### src/rtl/gmii_rxctrl.sv
// gmii_rxctrl: receive-side GMII frame controller.
//
// Strips preamble/SFD from the GMII receive stream, runs the Ethernet CRC-32
// over every byte after the SFD (FCS included), holds back the last four bytes
// so the FCS never reaches the packet pipeline, and reports per-frame status
// with a one-cycle eof pulse. Good/bad frame counters update on eof.
//
// Ports:
//   clk, rst_n            receive clock, asynchronous active-low reset
//   gmii_rx_dv/er/rxd     GMII receive pins
//   grc2ppt_data_wr/data  frame byte stream (FCS removed)
//   grc2ppt_sop           first emitted byte of a frame
//   grc2ppt_eof           frame-end pulse; crc_err/len_err/gmii_err/frame_len
//                         are valid with it and hold until the next eof
//   good_frame_cnt        frames ending with no error flag (wraps)
//   bad_frame_cnt         frames ending with any error flag (wraps)
//
// Handshake: there is no backpressure. data_wr qualifies data for exactly one
// cycle; eof qualifies the status outputs for exactly one cycle.
module gmii_rxctrl #(
    parameter int MIN_LEN = 64,
    parameter int MAX_LEN = 1522
) (
    input  logic        clk,
    input  logic        rst_n,
    input  logic        gmii_rx_dv,
    input  logic        gmii_rx_er,
    input  logic [7:0]  gmii_rxd,
    output logic        grc2ppt_data_wr,
    output logic [7:0]  grc2ppt_data,
    output logic        grc2ppt_sop,
    output logic        grc2ppt_eof,
    output logic        grc2ppt_crc_err,
    output logic        grc2ppt_len_err,
    output logic        grc2ppt_gmii_err,
    output logic [10:0] grc2ppt_frame_len,
    output logic [31:0] good_frame_cnt,
    output logic [31:0] bad_frame_cnt
);

    localparam logic [10:0] MIN_L   = 11'(MIN_LEN);
    localparam logic [10:0] MAX_L   = 11'(MAX_LEN);
    localparam logic [31:0] RESIDUE = 32'hDEBB20E3;

    typedef enum logic [1:0] {
        IDLE_S = 2'd0,
        PRE_S  = 2'd1,
        DATA_S = 2'd2,
        DROP_S = 2'd3
    } state_t;

    state_t      state_q, state_d;
    logic        dv_r0_q, dv_r0_d;
    logic [31:0] crc_q, crc_d;
    logic [10:0] len_q, len_d;
    logic        er_q, er_d;
    logic [31:0] buf_q, buf_d;       // [31:24] is the oldest held byte
    logic        data_wr_q, data_wr_d;
    logic [7:0]  data_q, data_d;
    logic        sop_q, sop_d;
    logic        eof_q, eof_d;
    logic        crc_err_q, crc_err_d;
    logic        len_err_q, len_err_d;
    logic        gmii_err_q, gmii_err_d;
    logic [10:0] frame_len_q, frame_len_d;
    logic [31:0] good_cnt_q, good_cnt_d;
    logic [31:0] bad_cnt_q, bad_cnt_d;

    logic        crc_bad, len_bad;

    // Reflected CRC-32 (0xEDB88320), one byte, LSB first, no final inversion.
    function automatic logic [31:0] crc_byte(input logic [31:0] c, input logic [7:0] d);
        logic [31:0] r;
        r = c;
        for (int i = 0; i < 8; i++) begin
            r = (r[0] ^ d[i]) ? ((r >> 1) ^ 32'hEDB88320) : (r >> 1);
        end
        return r;
    endfunction

    // Frames of four bytes or fewer carry no payload at all; they are always
    // reported as CRC errors even if the residue happens to match.
    assign crc_bad = (crc_q != RESIDUE) || (len_q <= 11'd4);
    assign len_bad = (len_q < MIN_L) || (len_q > MAX_L);

    always_comb begin
        state_d     = state_q;
        dv_r0_d     = gmii_rx_dv;
        crc_d       = crc_q;
        len_d       = len_q;
        er_d        = er_q;
        buf_d       = buf_q;
        data_wr_d   = 1'b0;
        data_d      = data_q;
        sop_d       = 1'b0;
        eof_d       = 1'b0;
        crc_err_d   = crc_err_q;
        len_err_d   = len_err_q;
        gmii_err_d  = gmii_err_q;
        frame_len_d = frame_len_q;
        good_cnt_d  = good_cnt_q;
        bad_cnt_d   = bad_cnt_q;

        case (state_q)
            IDLE_S, PRE_S: begin
                // IDLE only starts on a rising dv; PRE just needs dv held.
                if (!gmii_rx_dv) begin
                    state_d = IDLE_S;
                end else if (state_q == PRE_S || !dv_r0_q) begin
                    if (gmii_rxd == 8'h55) begin
                        state_d = PRE_S;
                    end else if (gmii_rxd == 8'hD5) begin
                        crc_d   = 32'hFFFFFFFF;
                        len_d   = 11'd0;
                        er_d    = 1'b0;
                        state_d = DATA_S;
                    end else begin
                        state_d = DROP_S;
                    end
                end
            end
            DATA_S: begin
                if (gmii_rx_dv) begin
                    crc_d = crc_byte(crc_q, gmii_rxd);
                    len_d = (len_q == 11'h7FF) ? len_q : len_q + 11'd1;
                    er_d  = er_q | gmii_rx_er;
                    buf_d = {buf_q[23:0], gmii_rxd};
                    // Four bytes already held: the oldest can no longer be FCS.
                    if (len_q >= 11'd4) begin
                        data_wr_d = 1'b1;
                        data_d    = buf_q[31:24];
                        sop_d     = (len_q == 11'd4);
                    end
                end else begin
                    eof_d       = 1'b1;
                    crc_err_d   = crc_bad;
                    len_err_d   = len_bad;
                    gmii_err_d  = er_q;
                    frame_len_d = len_q;
                    if (crc_bad || len_bad || er_q) begin
                        bad_cnt_d = bad_cnt_q + 32'd1;
                    end else begin
                        good_cnt_d = good_cnt_q + 32'd1;
                    end
                    state_d = IDLE_S;
                end
            end
            DROP_S: begin
                if (!gmii_rx_dv) begin
                    state_d = IDLE_S;
                end
            end
            default: state_d = IDLE_S;
        endcase
    end

    always_ff @(posedge clk or negedge rst_n) begin
        if (!rst_n) begin
            state_q     <= IDLE_S;
            dv_r0_q     <= 1'b1;   // ignore a frame already running at reset release
            crc_q       <= 32'hFFFFFFFF;
            len_q       <= 11'd0;
            er_q        <= 1'b0;
            buf_q       <= 32'd0;
            data_wr_q   <= 1'b0;
            data_q      <= 8'd0;
            sop_q       <= 1'b0;
            eof_q       <= 1'b0;
            crc_err_q   <= 1'b0;
            len_err_q   <= 1'b0;
            gmii_err_q  <= 1'b0;
            frame_len_q <= 11'd0;
            good_cnt_q  <= 32'd0;
            bad_cnt_q   <= 32'd0;
        end else begin
            state_q     <= state_d;
            dv_r0_q     <= dv_r0_d;
            crc_q       <= crc_d;
            len_q       <= len_d;
            er_q        <= er_d;
            buf_q       <= buf_d;
            data_wr_q   <= data_wr_d;
            data_q      <= data_d;
            sop_q       <= sop_d;
            eof_q       <= eof_d;
            crc_err_q   <= crc_err_d;
            len_err_q   <= len_err_d;
            gmii_err_q  <= gmii_err_d;
            frame_len_q <= frame_len_d;
            good_cnt_q  <= good_cnt_d;
            bad_cnt_q   <= bad_cnt_d;
        end
    end

    assign grc2ppt_data_wr   = data_wr_q;
    assign grc2ppt_data      = data_q;
    assign grc2ppt_sop       = sop_q;
    assign grc2ppt_eof       = eof_q;
    assign grc2ppt_crc_err   = crc_err_q;
    assign grc2ppt_len_err   = len_err_q;
    assign grc2ppt_gmii_err  = gmii_err_q;
    assign grc2ppt_frame_len = frame_len_q;
    assign good_frame_cnt    = good_cnt_q;
    assign bad_frame_cnt     = bad_cnt_q;

endmodule

### config.mk
export PLATFORM = sky130hd
export DESIGN_NAME = gmii_rxctrl
export DESIGN_NICKNAME = d
export VERILOG_FILES = /design/src/rtl/gmii_rxctrl.sv
export SDC_FILE = /design/constraint.sdc
export NUM_CORES = 1
export LEC_CHECK = 0
export ABC_AREA = 1
export CORE_MARGIN = 1
export CORE_UTILIZATION = 39
export CTS_BUF_LIST = sky130_fd_sc_hd__clkbuf_8
export CTS_CLUSTER_SIZE = 30
export DETAILED_ROUTE_END_ITERATION = 8
export SLEW_MARGIN = 5
export SYNTH_ARGS = -nofsm -noshare
export SYNTH_HDL_FRONTEND = slang
export SYNTH_SLANG_ARGS = --single-unit
### constraint.sdc
create_clock -name clk -period 4.6 [get_ports clk]
set_input_delay 0.69 -clock clk [delete_from_list [all_inputs] [get_ports clk]]
set_output_delay 0.69 -clock clk [all_outputs]
set_load 0.01 [all_outputs]
* Yosys cells after proc, flatten, opt, wreduce, memory -nomap -nowiden
Index checks and enable logic that the tools add are counted.
** Cells by class
- Add/subtract/negate cells :: 3
- Magnitude comparators :: 4
- Eq/ne operators :: 16
- Multiplexer cells :: 41
- Bitwise operators :: 19
- Reduce and logical (&&, ||, !) cells :: 18
** Operator list (count)
- $mux W32 :: 13
- $not A13 Y14 :: 8
- $mux W11 :: 6
- $add A32 B1 Y32 const B :: 2
- $pmux W32 S2 :: 1
- $ne A32 B32 Y1 const B :: 1
- $pmux W11 S2 :: 1
- $mux W1 :: 14
- $ne A2 B2 Y1 const B :: 7
- $add A11 B1 Y11 const B :: 1
- $eq A11 B11 Y1 const B :: 1
- $eq A11 B3 Y1 const B :: 1
- $ge A11 B3 Y1 const B :: 1
- $gt A11 B11 Y1 const B :: 1
- $le A11 B3 Y1 const B :: 1
- $lt A11 B7 Y1 const B :: 1
- $reduce_and A3 Y1 :: 3
- $eq A8 B7 Y1 const B :: 1
- $eq A8 B8 Y1 const B :: 1
- $mux W2 :: 4
- $xor A1 B1 Y1 :: 8
- $reduce_and A7 Y1 :: 1
- $reduce_and A2 Y1 :: 3
- $reduce_and A6 Y1 :: 1
- 12 further kinds :: 19
** Storage, ports and cells
- Register bits :: 168
- Input port bits :: 12
- Output and inout port bits :: 89
- Word-level logic and storage cells :: 117

* Longest topological paths before layout
Gate-level depths: netlist of the first run.
- Word-level depth :: 18
- Depth in mapped cells :: 13
- Mapped depth without buffers :: 13

* Least setup slack after synthesis of the first run
No wires, ideal clock.
- Path kind :: input to register
- Start point :: input gmii_rxd[4]
- End point :: register crc_q[26]
- Library setup time :: 0.058 ns
- Data arrival time :: 1.700 ns
- Required time :: 4.542 ns
- Slack :: 2.841 ns
- Stages on the path :: 9
- Buffers on the path :: 0
- Cell sequence :: xnor2_1 nand2_1 nand2_1 nand2_1 nand2_1 nand2_1 nand3_1 o21ai_0 inv_1
** Between the ends
- Cells in the longest elaborated chain, start to end :: 9
- Elaborated cells on any way between the ends :: 14
- Classes of those cells :: 4 x eq/ne; 6 x mux; 3 x bitwise; 1 x reduce/logical
** Ends and longest elaborated chain
- start, declared :: RTL line 28 : input logic [7:0] gmii_rxd,
- $xor A1 B1 Y1 :: RTL line 76 : r = (r[0] ^ d[i]) ? ((r >> 1) ^ 32'hEDB88320) : (r >> 1);
- $mux W32 (2 in series) :: RTL line 76
- $not A13 Y14 (no line)
- $mux W32 :: RTL line 76
- $not A13 Y14 (no line)
- $mux W32 :: RTL line 76
- $mux W32 :: RTL line 123 : if (gmii_rx_dv) begin
- $pmux W32 S2 :: RTL line 104 : case (state_q)
- end signal, assigned :: RTL line 178 : crc_q <= crc_d;
- end, declared :: RTL line 54 : logic [31:0] crc_q, crc_d;
Several ways; a longest one is shown, not always the timed one. The select of a mux whose other input is x is not followed.
A chain may end at the register's enable or synchronous reset.

* Worst setup path in the final report of the first run
- Start point :: input gmii_rx_dv
- End point :: register len_q[7]
** Between the ends
- Cells in the longest elaborated chain, start to end :: 2
- Elaborated cells on any way between the ends :: 3
- Classes of those cells :: 2 x eq/ne; 1 x reduce/logical
** Ends and longest elaborated chain
- start, declared :: RTL line 26 : input logic gmii_rx_dv,
- $ne A2 B2 Y1 (no line)
- $reduce_and A7 Y1 (no line) (*)
- end signal, assigned :: RTL line 179 : len_q <= len_d;
- end, declared :: RTL line 55 : logic [10:0] len_q, len_d;
Mark *: on every way between the ends. The rest lies on a longest branch, timed or not.

==> results.md, run 1 <==
- run status: finished clean
- final core utilization: 0.463
- height of the chip: 162 µm
- share of final-layout standard cells stronger than drive strength 1: 0.0779
- largest net degree at the start of global routing: 103
- CTS Hold Bufs: 0
- routed metal-1 wirelength: 12800 µm
- library cell contributing the largest single delay on the critical path: clkinv_1
- RR Endpoint: bad_frame_cnt[20]$_DFFE_PN0P_
- initial cell density of the core: 0.397
- routed wl met3: 1060 µm
- top cells by instance count after synthesis: nand2_1, dfrtp_1, nor2_1, inv_1, nand3_1
- setup repair after global routing missed its margin: no
- reg-to-reg setup timing slack: 1.87 ns
- count of pins over their slew limit: 0
- WL met2: 11800 µm
- clk slew on worst S/H paths: 0.11 ns
- Worst Path Arrival: 3.36 ns
- crit start category: input pin
- clock buffer count from CTS: 17
- total of max-cap violations: 0
- TritonCTS clock tree: built
- synthesized area per cell: 7.18 µm²
- Syn-to-layout area delta: 16.5%
- number of vias in the routed layout: 8952
- final number of setup-violating endpoints: 0
- clock sink total: 168
- leakage power figure: 5.52 nW
- I/O pin cnt: 101
- Synth Register Bits: 168
- count of buffering cells on the critical path with inverters included: 5
- time the final worst path needs with I/O delays and setup: 2.99 ns
- DR iter-0 viols: 672
- FFs w/ async S/R, synth: 1.00
- insertion delay of the later-clocked pin in the worst-skew pair: 0.48 ns
- standard cell core area: 0.0252 mm²
- Post-Route WL: 26300 µm
- Final HPWL DP: 19000 µm
- WL per Instance: 14.5 µm
- die area: 0.0263 mm²
- synth warn: 0
- flip-flop cell with the highest count after synthesis: dfrtp_1
- cells resized by post-CTS repair: 0
- cell family with the largest share of critical-path delay: buffers and inverters
- average vias per placed instance: 4.92
- Synth Net Count: 1408
- top sig layer: met4
- ANT cells: 0
- total gr overflow: 0
- maximum clock frequency: 0.334 GHz
- area share of the leading cell type in the synthesized netlist: 0.338
- sequential-to-total area share from yosys stat: 0.425
- Critical Path RT: 4.96 ns
- Synth area leaders: dfrtp_1, nand2_1, dfstp_2
- deepest clock path buffer count: 2
- list of cells traversed by the critical path: clkdlybuf4s50_1, inv_2, o21ai_1, nand3_1, buf_4, clkinv_1, o21ai_4, inv_2, nand2_1, o21ai_2
- post-CTS setup-driven buffer insertion count: 0
- wire length of the first global-routing pass: 43500 µm
- clock root buffer: clkbuf_8
- slew of the pin with the lowest slew margin: 0.971 ns
- iteration count of the initial detailed-routing pass: 5
- antenna-violating nets left: 0
- count of port buffers added during placement: 100
- origin of the critical flop-to-flop path: crc_q[19]$_DFFE_PN1P_
- routability cong.: 0.892
- initial antenna violation count: 0
- class of the most critical hold timing path: in2async
- setup TNS after final layout: 0 ns
- Synth cell types: 45
- peak ir drop on the vdd network: 216 µV
- Layout Skew: 0.0194 ns
- power per standard cell area: 440 mW/mm²
- number of cell instances on the worst register-to-register path: 10
- num rows: 58
- overall global routing resource usage: 0.208
- Most common cell on crit path: inv_2
- net count of the finished layout: 1491
- most frequently used cell type in the post-synthesis netlist: nand2_1
- dominant cell type by area after synthesis: dfrtp_1
- relative max-transition margin: 0.352
- number of design rule violations left after detail routing: 0
- maximum single-stage delay on the critical path: 0.78 ns
- Cells after Synth: 1393
- vias in the first global route: 8475
- Post-Syn Area: 0.0100 mm²
- deepest level of the CTS H-tree: 4
- worst setup path category: in2reg
- hold_ws: 0.316 ns
- post-route clock period utilization: 0.650
- Critical Path End Type: flip-flop
- total count of hold-check failures in the final report: 0
- Worst Path Max Fanout: 26
- EDFF count, synth: 0
- die width: 162 µm
## worst max-delay path by stage
stage / start / slack [ns] / cells past startpoint / to
3_3_place_gp: gmii_rx_dv / 1.22 / 10 / len_q[7]$_DFFE_PN0P_
2_1_floorplan: gmii_rxd[4] / 2.84 / 9 / crc_q[26]$_DFFE_PN1P_
3_5_place_dp: gmii_rx_dv / 1.16 / 10 / len_q[7]$_DFFE_PN0P_
6_report: gmii_rx_dv / 1.61 / 10 / len_q[7]$_DFFE_PN0P_
4_1_cts: gmii_rx_dv / 1.65 / 10 / len_q[7]$_DFFE_PN0P_
5_1_grt: gmii_rx_dv / 1.42 / 10 / len_q[7]$_DFFE_PN0P_
## cells in the final DEF (no fill, tap or decap), drive strengths merged
cell,netlist,final
xor2,60,60
clkdlybuf4s50,0,99
nor3b,2,2
nor3,34,34
nor4,1,1
nor2,136,136
a22oi,1,1
o32a,2,2
a21o,1,1
o211ai,1,1
nand4,16,16
or2,4,4
xnor2,33,33
ha,3,3
a21oi,6,6
dfrtp,135,135
o22ai,9,9
nand3b,6,6
a221oi,1,1
nand2,525,525
clkinv,1,11
o21bai,2,2
nand3,124,124
nand2b,1,1
a32oi,2,2
inv,143,148
o21ai,67,67
o21a,1,1
clkbuf,15,17
buf,27,7
dfstp,33,33
o41ai,1,1
## cell families (layout without fill, tap and decap cells)
kind of cell	Yosys count	in the layout	share of synthesized area
adders and majority gates	3	3	0.00376
DFF	168	168	0.425
and+or+nand+nor	849	849	0.356
xor gates and xnor gates	93	93	0.0815
buffers and inverters	186	282	0.0783
AOI/OAI and AO/OA	94	94	0.0556
## sequential cells by signal, summed over array words and instances, names as in the netlist
signal / count
grc2ppt_data_wr: 1
grc2ppt_eof: 1
bad_frame_cnt: 32
crc_q: 32
len_q: 11
grc2ppt_data: 8
buf_q: 32
grc2ppt_sop: 1
er_q: 1
dv_r0_q: 1
state_q: 2
grc2ppt_frame_len: 11
grc2ppt_len_err: 1
grc2ppt_crc_err: 1
good_frame_cnt: 32
grc2ppt_gmii_err: 1
## routing by layer
layer	track usage	vias to the layer above
li1	-	4540
met2	0.331	195
met4	0.0712	0
met1	0.288	4180
met3	0.0304	37
met5	0	-
## worst reg2reg max path, cell delays in order (launching register included)
cell and delay, ns:
dfstp_2 0.56, inv_1 0.06, nor2_1 0.10, nand2_1 0.11
nor2_1 0.21, nand2_1 0.10, nor3_2 0.18, nand3_2 0.59
nand2_4 0.59, nand2_1 0.09, nand2_1 0.08
## stage by stage
stage	setup slack [ns]	power, mW	instance area, µm²	cells
global placement	1.22	4.00	11200	1787
CTS	1.65	5.16	11600	1819
global route	1.42	5.53	11600	1819
detailed placement	1.16	4.03	11200	1787
finish	1.61	5.13	11600	1819
floorplan	2.84	3.46	10000	1393
## final cells by class
class,count,area (µm²)
Inverter,144,541
Tap cell,330,413
Multi-Input combinational cell,1039,4970
Fill cell,2518,13500
Clock buffer,17,234
Clock inverter,15,201
Sequential cell,168,4250
Timing Repair Buffer,106,1050
## power by group
group | leakage (nW) | total, mW | internal, mW | switching, mW
registers | 2.17 | 2.14 | 1.87 | 0.272
logic | 3.14 | 1.88 | 0.705 | 1.17
clock network | 0.213 | 1.11 | 0.423 | 0.684
total | 5.52 | 5.13 | 3.00 | 2.13
(Power assumes the default switching activity.)
==> run 2: changes to the inputs <==
Clock period 4.6 ns to 2.87 ns, I/O delays scaled along.
==> run 2 against run 1 <==
  * First-iteration DRC count fell by 7.4%
  * Critical path depth did not move
  * Hold slack better by 0.17 ns
  * Sequential share of layout area down 0.37 points
  * Global-route usage rose by 0.59 points
==> results.md, run 2 (synthesized netlist as in run 1, its figures left out) <==
- run status: finished clean
- count of pins over their slew limit: 0, unchanged
- Post-Route WL: 26300 µm, +0.13%
- proportion of power drawn by flip-flops and latches: 0.416, -0.002
- wire length of the first global-routing pass: 44300 µm, +1.8%
- net count of the finished layout: 1505, +0.94%
- GR Layer Usage met2: 0.331, -0.000390
- I/O pin cnt: 101, unchanged
- total gr overflow: 0, unchanged
- clock network fraction of total power: 0.211, -0.005
- list of cells traversed by the critical path: nand2_1, nor2_1, nand2_1, nor2_1, nand2_1, nor2_1, nand3_1, nor2_4, nand3_1, nand2_1
- initial cell density of the core: 0.397, unchanged
- final std cells w/o fill: 1833, +0.77%
- setup TNS after final layout: 0 ns, unchanged
- endpoint with the worst hold slack: buf_q[6]$_DFFE_PN0P_
- clock root buffer: clkbuf_8
- maximum single-stage delay on the critical path: 0.58 ns, -0.20 ns
- TritonCTS clock tree: built
- final number of setup-violating endpoints: 0, unchanged
- vias in the first global route: 8525, +0.59%
- height of the chip: 162 µm, unchanged
- total count of hold-check failures in the final report: 0, unchanged
- Int Pwr: 4.85 mW, +62%
- leakage power figure: 5.59 nW, +1.3%
- met1 usage in global routing: 0.304, +0.0162
- number of instances in the placed design: 1800, +0.73%
- Worst Path Arrival: 2.78 ns, -0.58 ns
- library cell contributing the largest single delay on the critical path: dfstp_2
- WHS Path Cells: 2
- origin of the critical flop-to-flop path: crc_q[16]$_DFFE_PN1P_
- insertion delay of the later-clocked pin in the worst-skew pair: 0.48 ns, about the same
- initial antenna violation count: 0, unchanged
- clk slew on worst S/H paths: 0.12 ns, about the same
- deepest clock path buffer count: 2, unchanged
- share of final-layout standard cells stronger than drive strength 1: 0.0858, +0.00792
- class of the most critical hold timing path: reg2reg
- number of cell instances on the worst register-to-register path: 10, unchanged
- dpl cell area: 0.0113 mm², +1.2%
- overall global routing resource usage: 0.214, +0.00595
- reported net switching power: 3.40 mW, +60%
- layout filler cell count: 2541, +0.91%
- standard cell core area: 0.0252 mm², unchanged
- largest net degree at the start of global routing: 62, -40%
- total of max-cap violations: 0, unchanged
- most used routing layer: met2
- power consumption: 8.26 mW, +61%
- clock sink total: 168, unchanged
- met3 Usage GRT: 0.0332, +0.00281
- post-route cell area: 0.0118 mm², +1.0%
- peak ir drop on the vdd network: 298 µV, +38%
- worst setup path category: reg2reg
- number of design rule violations left after detail routing: 0, unchanged
- footprint of the flip-flops and latches: 0.00425 mm², unchanged
- maximum clock frequency: 0.423 GHz
- relative max-transition margin: 0.584, +0.232
- Final HPWL DP: 19100 µm, +0.64%
- number of vias in the routed layout: 8932, -0.22%
- combinational cell fraction of total power: 0.372, +0.006
- crit start category: flip-flop
- power per standard cell area: 702 mW/mm², +59%
- deepest level of the CTS H-tree: 4, unchanged
- RR Endpoint: good_frame_cnt[29]$_DFFE_PN0P_
- iteration count of the initial detailed-routing pass: 4, -1
- WL per Instance: 14.4 µm, -0.64%
- Layout Skew: 0.0294 ns, +0.0101 ns
- clock buffer count from CTS: 17, unchanged
- multi-input gate area in the final layout: 0.00497 mm², unchanged
- cells resized by post-CTS repair: 0, unchanged
- time the final worst path needs with I/O delays and setup: 2.36 ns
- Most common cell on crit path: nand2_1
- ANT cells: 0, unchanged
- num rows: 58, unchanged
- die width: 162 µm, unchanged
- Worst Path Max Fanout: 24, -7.7%
- count of port buffers added during placement: 100, unchanged
- leading cell types in the layout, fill and taps excluded: nand2_1, dfrtp_1, nor2_1, inv_1, nand3_1
- antenna-violating nets left: 0, unchanged
- Critical Path End Type: flip-flop
- die area: 0.0263 mm², unchanged
- reg-to-reg setup timing slack: 0.51 ns, -1.36 ns
- routability cong.: 0.912, +2.3%
- Net Sw Frac: 0.412, -0.00322
- Syn-to-layout area delta: 17.7%
- Critical Path RT: 3.29 ns, -1.67 ns
- hold path startpoint: buf_q[6]$_DFFE_PN0P_
- slew of the pin with the lowest slew margin: 0.623 ns, -0.349 ns
- setup repair after global routing missed its margin: no
- post-route clock period utilization: 0.823
- leading cell type in the layout, fill and taps excluded: nand2_1
- DR iter-0 viols: 622, -7.4%
- average vias per placed instance: 4.87, -0.99%
==> run 2: changes by cell type in the layout (fill, tap and decap cells not counted) <==
cell,change
buf_12,+3
inv_8,+5
clkinv_8,-5
inv_6,-2
buf_4,+10
clkinv_4,+1
dlygate4sd3_1,+1
clkinvlp_4,+1
==> run 2: how the worst max path moves through the flow <==
stage,from,end,slack [ns]
final,crc_q[16]$_DFFE_PN1P_,good_frame_cnt[29]$_DFFE_PN0P_,0.51
after detailed placement,gmii_rxd[4],crc_q[20]$_DFFE_PN1P_,0.39
after floorplan,len_q[0]$_DFFE_PN0P_,len_q[7]$_DFFE_PN0P_,1.18
after global placement,gmii_rxd[4],crc_q[20]$_DFFE_PN1P_,0.38
after global routing,crc_q[16]$_DFFE_PN1P_,good_frame_cnt[15]$_DFFE_PN0P_,0.24
after CTS,crc_q[16]$_DFFE_PN1P_,good_frame_cnt[5]$_DFFE_PN0P_,0.51
==> run 2: area by class of cell <==
type / count / share of cell area
Clock buffer: 17 / 0.0199
Clock inverter: 15 / 0.0149
Inverter: 144 / 0.0459
Multi-Input combinational cell: 1039 / 0.422
Sequential cell: 168 / 0.361
Tap cell: 330 / 0.0351
Timing Repair Buffer: 120 / 0.101
==> run 2: power by group through the flow <==
stage                     sequential, mW  clock, mW  combinational [mW]
final                               3.44       1.74                3.07
after global routing                3.51       1.92                3.54
after CTS                           3.44       1.81                3.08
after detailed placement            3.48          0                3.07
after global placement              3.47          0                3.03
after floorplan                     3.39          0                2.16
==> run 2: timing repair <==
item,CTS,global route
setup buffers,0,0
hold endpoints to repair,38,0
hold buffers,1,0
==> run 2: stage by stage <==
stage	utilization	hold WS, ns	setup WS (ns)
6_report	0.467	0.481	0.508
5_1_grt	0.467	0.513	0.236
4_1_cts	0.467	0.486	0.512
3_5_place_dp	0.451	0.461	0.390
3_3_place_gp	0.451	0.456	0.375
2_1_floorplan	-	0.135	1.18
==> run 2: critical path: cells and delay by family (launching register included) <==
kind	cells	cell delay, ns
DFF	1	0.58
and+or+nand+nor	10	1.72
==> run 2: layer usage <==
layer  up-vias  routed length, µm  part of all wire
met1      4115              12900              0.49
met3        47               1120             0.043
met2       202              11700              0.44
li1       4568                  -                 -
met4         0                583             0.022
met5         -                  0                 0
